--- src/rtl/m_ifetch_queue_pkg.sv ---
// rtl/m_ifetch_queue_pkg.sv - shared opcodes, NOP word and fetch-entry type for the fetch front-end
package m_ifetch_queue_pkg;

  localparam logic [5:0] OP_ADD  = 6'h00;
  localparam logic [5:0] FN_ADD  = 6'h20;
  localparam logic [5:0] OP_ADDI = 6'h08;
  localparam logic [5:0] OP_LW   = 6'h23;
  localparam logic [5:0] OP_SW   = 6'h2b;
  localparam logic [5:0] OP_BEQ  = 6'h04;
  localparam logic [5:0] OP_BNE  = 6'h05;
  localparam logic [5:0] OP_HALT = 6'h3f;

  localparam logic [31:0] NOP_WORD = 32'h00000020;

  typedef struct packed {
    logic [31:0] pc;
    logic [31:0] ir;
  } ifq_entry_t;

  function automatic logic [5:0] opcode_of(input logic [31:0] ir);
    return ir[31:26];
  endfunction

endpackage

--- src/rtl/m_ifq_fifo.sv ---
// rtl/m_ifq_fifo.sv - DEPTH-entry {pc, ir} queue with synchronous clear
module m_ifq_fifo
  import m_ifetch_queue_pkg::*;
#(
  parameter int DEPTH = 4
) (
  input  logic                   clk,
  input  logic                   rst,
  input  logic                   clr,
  input  ifq_entry_t             in_tdata,
  input  logic                   in_tvalid,
  output ifq_entry_t             out_tdata,
  output logic                   out_tvalid,
  input  logic                   out_tready,
  output logic [$clog2(DEPTH):0] count
);

  localparam int PW = $clog2(DEPTH);

  ifq_entry_t     mem_q [DEPTH];
  ifq_entry_t     mem_d [DEPTH];
  logic [PW-1:0]  wr_ptr_q, wr_ptr_d;
  logic [PW-1:0]  rd_ptr_q, rd_ptr_d;
  logic [PW:0]    count_q, count_d;
  logic           push, pop;

  assign out_tvalid = (count_q != '0);
  assign out_tdata  = mem_q[rd_ptr_q];
  assign count      = count_q;

  always_comb begin
    push     = in_tvalid & ~clr;
    pop      = out_tvalid & out_tready & ~clr;
    mem_d    = mem_q;
    wr_ptr_d = wr_ptr_q;
    rd_ptr_d = rd_ptr_q;
    count_d  = count_q;
    if (clr) begin
      wr_ptr_d = '0;
      rd_ptr_d = '0;
      count_d  = '0;
    end else begin
      if (push) begin
        mem_d[wr_ptr_q] = in_tdata;
        wr_ptr_d        = wr_ptr_q + 1'b1;
      end
      if (pop) begin
        rd_ptr_d = rd_ptr_q + 1'b1;
      end
      case ({push, pop})
        2'b10:   count_d = count_q + 1'b1;
        2'b01:   count_d = count_q - 1'b1;
        default: count_d = count_q;
      endcase
    end
  end

  // Storage is reset too so the head reads as a NOP at PC 0 straight out of reset.
  always_ff @(posedge clk) begin
    if (rst) begin
      for (int i = 0; i < DEPTH; i++) begin
        mem_q[i] <= '{pc: 32'h0, ir: NOP_WORD};
      end
      wr_ptr_q <= '0;
      rd_ptr_q <= '0;
      count_q  <= '0;
    end else begin
      mem_q    <= mem_d;
      wr_ptr_q <= wr_ptr_d;
      rd_ptr_q <= rd_ptr_d;
      count_q  <= count_d;
    end
  end

endmodule

--- src/rtl/m_ifetch_queue.sv ---
// rtl/m_ifetch_queue.sv - instruction fetch front-end: fetch PC, credits, redirect, output queue
// IFQ_BYPASS_EN: forwards an arrival straight to ID when the queue is empty
module m_ifetch_queue
  import m_ifetch_queue_pkg::*;
#(
  parameter int DEPTH = 4,
  parameter int AW    = 12
) (
  input  logic          w_clk,
  input  logic          w_rst,
  output logic [AW-1:0] r_iaddr,
  input  logic [31:0]   w_idata,
  input  logic          w_redirect,
  input  logic [31:0]   w_tpc,
  input  logic          w_halt,
  input  logic          w_ready,
  output logic          r_valid,
  output logic [31:0]   r_ir,
  output logic [31:0]   r_pc
);

  localparam int CW = $clog2(DEPTH) + 1;
  localparam logic [CW:0] DEPTH_W = (CW + 1)'(DEPTH);

  logic [31:0]   fpc_q, fpc_d;
  logic [31:0]   ppc_q, ppc_d;
  logic          pend_q, pend_d;
  logic [31:0]   issue_pc;
  logic          issue;
  logic [CW:0]   credit_used;
  logic          arrival;
  logic          push;
  logic [CW-1:0] fifo_count;
  logic          head_valid;
  ifq_entry_t    head;
  ifq_entry_t    arr_entry;
`ifdef IFQ_BYPASS_EN
  logic          bypass;
`endif

  // Low target bits carry no meaning for word-aligned fetch.
  logic unused_tpc_lsb;
  assign unused_tpc_lsb = ^w_tpc[1:0];

  always_comb begin
    issue_pc    = w_redirect ? {w_tpc[31:2], 2'b00} : fpc_q;
    r_iaddr     = issue_pc[AW+1:2];
    credit_used = {1'b0, fifo_count} + {{CW{1'b0}}, pend_q};
    issue       = w_redirect | (~w_halt & (credit_used < DEPTH_W));
    pend_d      = issue;
    fpc_d       = issue ? issue_pc + 32'd4 : fpc_q;
    ppc_d       = issue ? issue_pc : ppc_q;
    arrival     = pend_q & ~w_redirect;
    arr_entry   = '{pc: ppc_q, ir: w_idata};
`ifdef IFQ_BYPASS_EN
    bypass      = arrival & ~head_valid;
    r_valid     = head_valid | bypass;
    r_ir        = bypass ? w_idata : head.ir;
    r_pc        = bypass ? ppc_q : head.pc;
    push        = arrival & ~(bypass & w_ready);
`else
    r_valid     = head_valid;
    r_ir        = head.ir;
    r_pc        = head.pc;
    push        = arrival;
`endif
  end

  // Redirect clears the queue and blocks any pop in the same cycle.
  m_ifq_fifo #(
    .DEPTH (DEPTH)
  ) u_fifo (
    .clk        (w_clk),
    .rst        (w_rst),
    .clr        (w_redirect),
    .in_tdata   (arr_entry),
    .in_tvalid  (push),
    .out_tdata  (head),
    .out_tvalid (head_valid),
    .out_tready (w_ready),
    .count      (fifo_count)
  );

  always_ff @(posedge w_clk) begin
    if (w_rst) begin
      fpc_q  <= 32'h0;
      ppc_q  <= 32'h0;
      pend_q <= 1'b0;
    end else begin
      fpc_q  <= fpc_d;
      ppc_q  <= ppc_d;
      pend_q <= pend_d;
    end
  end

endmodule

--- config.mk ---
export PLATFORM = sky130hd
export DESIGN_NAME = m_ifetch_queue
export DESIGN_NICKNAME = d
export VERILOG_FILES = /design/src/rtl/m_ifetch_queue_pkg.sv /design/src/rtl/m_ifq_fifo.sv /design/src/rtl/m_ifetch_queue.sv
export SDC_FILE = /design/constraint.sdc
export NUM_CORES = 1
export LEC_CHECK = 0
export BUFFER_PORTS_ARGS = -buffer_cell sky130_fd_sc_hd__buf_4
export CORE_UTILIZATION = 50
export CTS_CLUSTER_SIZE = 16
export DETAILED_ROUTE_END_ITERATION = 7
export PLACE_DENSITY = 0.75
export SLEW_MARGIN = 15
export SYNTH_ARGS = -nofsm -noshare
export SYNTH_HDL_FRONTEND = slang
export SYNTH_HIERARCHICAL = 1
export SYNTH_SLANG_ARGS = --single-unit
--- constraint.sdc ---
create_clock -name w_clk -period 9.99 [get_ports w_clk]
set_input_delay 1.4985 -clock w_clk [delete_from_list [all_inputs] [get_ports w_clk]]
set_output_delay 1.4985 -clock w_clk [all_outputs]
set_load 0.01 [all_outputs]
==> reports/qor.yml <==
area_delta_synth_final_pct: 13.0
p_comb_share_pct: 6.6
grt_pass1_wl_mm: 61.0
ir_worst_vdd_v: 0.000114
ys_ff_latch: 324
diodes: 0
drive_above_1_share_pct: 22.0
io_pins: 146
synthesis.area_mm2: 0.0150
period_needed_ns: 4.91
routed_wl_mm: 38.0
pwr-share-clk_pct: 46.7
nets: 1825
power.leakage_nw: 5.87
max_stage_delay_ns: 0.65
post-cts-setup-buffer-count: 0
fin_crit_sh_pct: 49.2
cts_buffers: 35
cts_resized: 0
viasPerCell: 5.61
grt_overflow: 0
worst-path-max-fanout: 67
grt_pass1_vias: 11900
synth_warnings: 6
grt_usage_pct: 24.6
synth-edff-count: 0
cp_common_cell: "buf_4"
power.density_mw_per_mm2: 170
start_util_pct: 50.7
drc: 0
wire_per_inst_um: 17.6
cts_root_buf: "clkbuf_16"
insertion_delay_ns: 0.53
worstPathRequired_ns: 8.49
via_count: 12100
clkTransAtPathRegs_ns: 0.06
status: "finished clean"
mostFrequentLayoutCell: "nand2_1"
die-area_mm2: 0.0307
first_pass_iters: 5
post-route-util_pct: 57.2
grt_max_degree: 125
rsz0062_at_grt: "no"
synth.distinct_cells: 62
detail-route-antenna-nets: 0
finalMaxSlewViolations: 0
fmax_ghz: 0.204
async_flop_share_pct: 0
avgSynthCellArea_um2: 8.86
max_cap_viol_count: 0
slew_headroom_pct: 25.5
ys.flop_type: "dfxtp_1"
seqPwrFrac_pct: 46.7
layout_common_cells: "565 x nand2_1, 322 x dfxtp_1, 223 x a21oi_1, 156 x buf_4, 68 x a21oi_2"
path_cells: "buf_4, buf_4, mux2i_1, inv_1, buf_4"
p_sw_share_pct: 23.1
drtIter0Drc: 866
netlist_instances: 1691
port_buffers: 143
dp_hpwl_mm: 22.3
dieWidth_um: 175
cts_tree: "built"
yosysSeqAreaShare_pct: 43.3
cts_htree_levels: 2
clock_skew_ns: 0.0177
antenna_found_initial: 0
arrival_ns: 3.41
tightest_slew_ns: 1.11
slowest_stage: "buf_4"
die_y_um: 175
final-hold-violation-count: 0
min_path_type: "reg2reg"
clock_path_buffers: 3
rows: 63
clkSinkCount: 324
p_sw_mw: 0.664
worst_setup_path_end_kind: "output pin"
core_region_area_mm2: 0.0296
criticalPathCategory: "in2out"
p_int_mw: 2.21
setup-tns-final_ns: 0
setup_violations: 0
gp_congestion: 0.872
cts_hold_buf: 0
startpoint_type: "primary input"
## cells by family (layout without fill, tap and decap cells)
family	after synthesis	count (layout)	synth area share, %
AO/OA/AOI/OAI	352	352	14.9
XOR/XNOR	28	28	1.64
adder cells (fa/ha/maj)	7	7	0.635
buffers and inverters	159	235	7.00
flip-flops	324	324	43.3
multiplexers	94	94	11.7
other	1	8	0.0250
AND/OR/NAND/NOR	726	726	20.8
## area by class of cell
type                            instances  area (um^2)
Multi-Input combinational cell       1215         7500
Clock buffer                           50         1020
Tap cell                              390          488
Sequential cell                       324         6490
Fill cell                            2598        12600
Clock inverter                         12          174
Timing Repair Buffer                  157         1190
Inverter                               16         60.1
## per-layer routing
layer  global-route usage (%)  vias up  part of all wire, %
met1                     31.4     5818                   42
met5                        0        -                    0
met4                     7.54        0                  2.3
li1                         -     5844                    -
met3                     3.63       69                  6.8
met2                     42.9      417                   49
## Yosys cell counts, types with 16 or more instances
cell      instances  area [um^2]
nand2_1         566         2120
mux2i_1          22          220
a21oi_1         223         1120
a211oi_1         19          143
nand3b_1         16          120
nand3_1          24          120
mux4_2           64         1440
clkbuf_1         38          143
buf_2            45          225
xnor2_1          21          184
nor2_1           53          199
inv_1            16         60.1
nor3_1           20          100
buf_4            26          195
a21oi_2          68          596
dfxtp_1         324         6490
## critical path, delay by kind of cell
family	cells	cell delay, ns
muxes	1	0.58
buffers and inverters	4	1.30
## through the flow
stage	worst slack (ns)	area [um^2]	instances	hold slack, ns	power [mW]
floorplan	5.56	15000	1698	0.432	1.49
global placement	5.15	15700	2102	0.438	1.55
detailed placement	5.09	15700	2102	0.443	1.56
CTS	5.09	16900	2164	0.451	2.89
global route	4.99	16900	2164	0.468	2.97
finish	5.08	16900	2164	0.452	2.87
## power by group through the flow
stage | combinational (mW) | sequential, mW | clock (mW)
floorplan | 0.128 | 1.36 | 0
global placement | 0.183 | 1.37 | 0
detailed placement | 0.187 | 1.37 | 0
CTS | 0.188 | 1.34 | 1.36
global route | 0.205 | 1.35 | 1.42
finish | 0.188 | 1.34 | 1.34
## path summary, 6_finish.rpt
| check | start | end | slack (ns) | depth (start not counted) |
|---|---|---|---|---|
| worst max-delay path | w_redirect | r_iaddr[4] | 5.08 | 5 |
| worst min-delay path | u_fifo/mem_q[81] | u_fifo/mem_q[81] | 0.45 | 2 |
| worst max register to register | pend_q | u_fifo/mem_q[15] | 6.98 | 5 |
| worst min register to register | u_fifo/mem_q[81] | u_fifo/mem_q[81] | 0.45 | 2 |
## state kept, by name, indices dropped and copies added (netlist names)
register,cells
u_fifo/mem_q,256
fpc_q,30
ppc_q,30
u_fifo/count,3
u_fifo/rd_ptr_q,2
u_fifo/wr_ptr_q,2
pend_q,1
No activity file was read; power rests on OpenSTA's default activity.
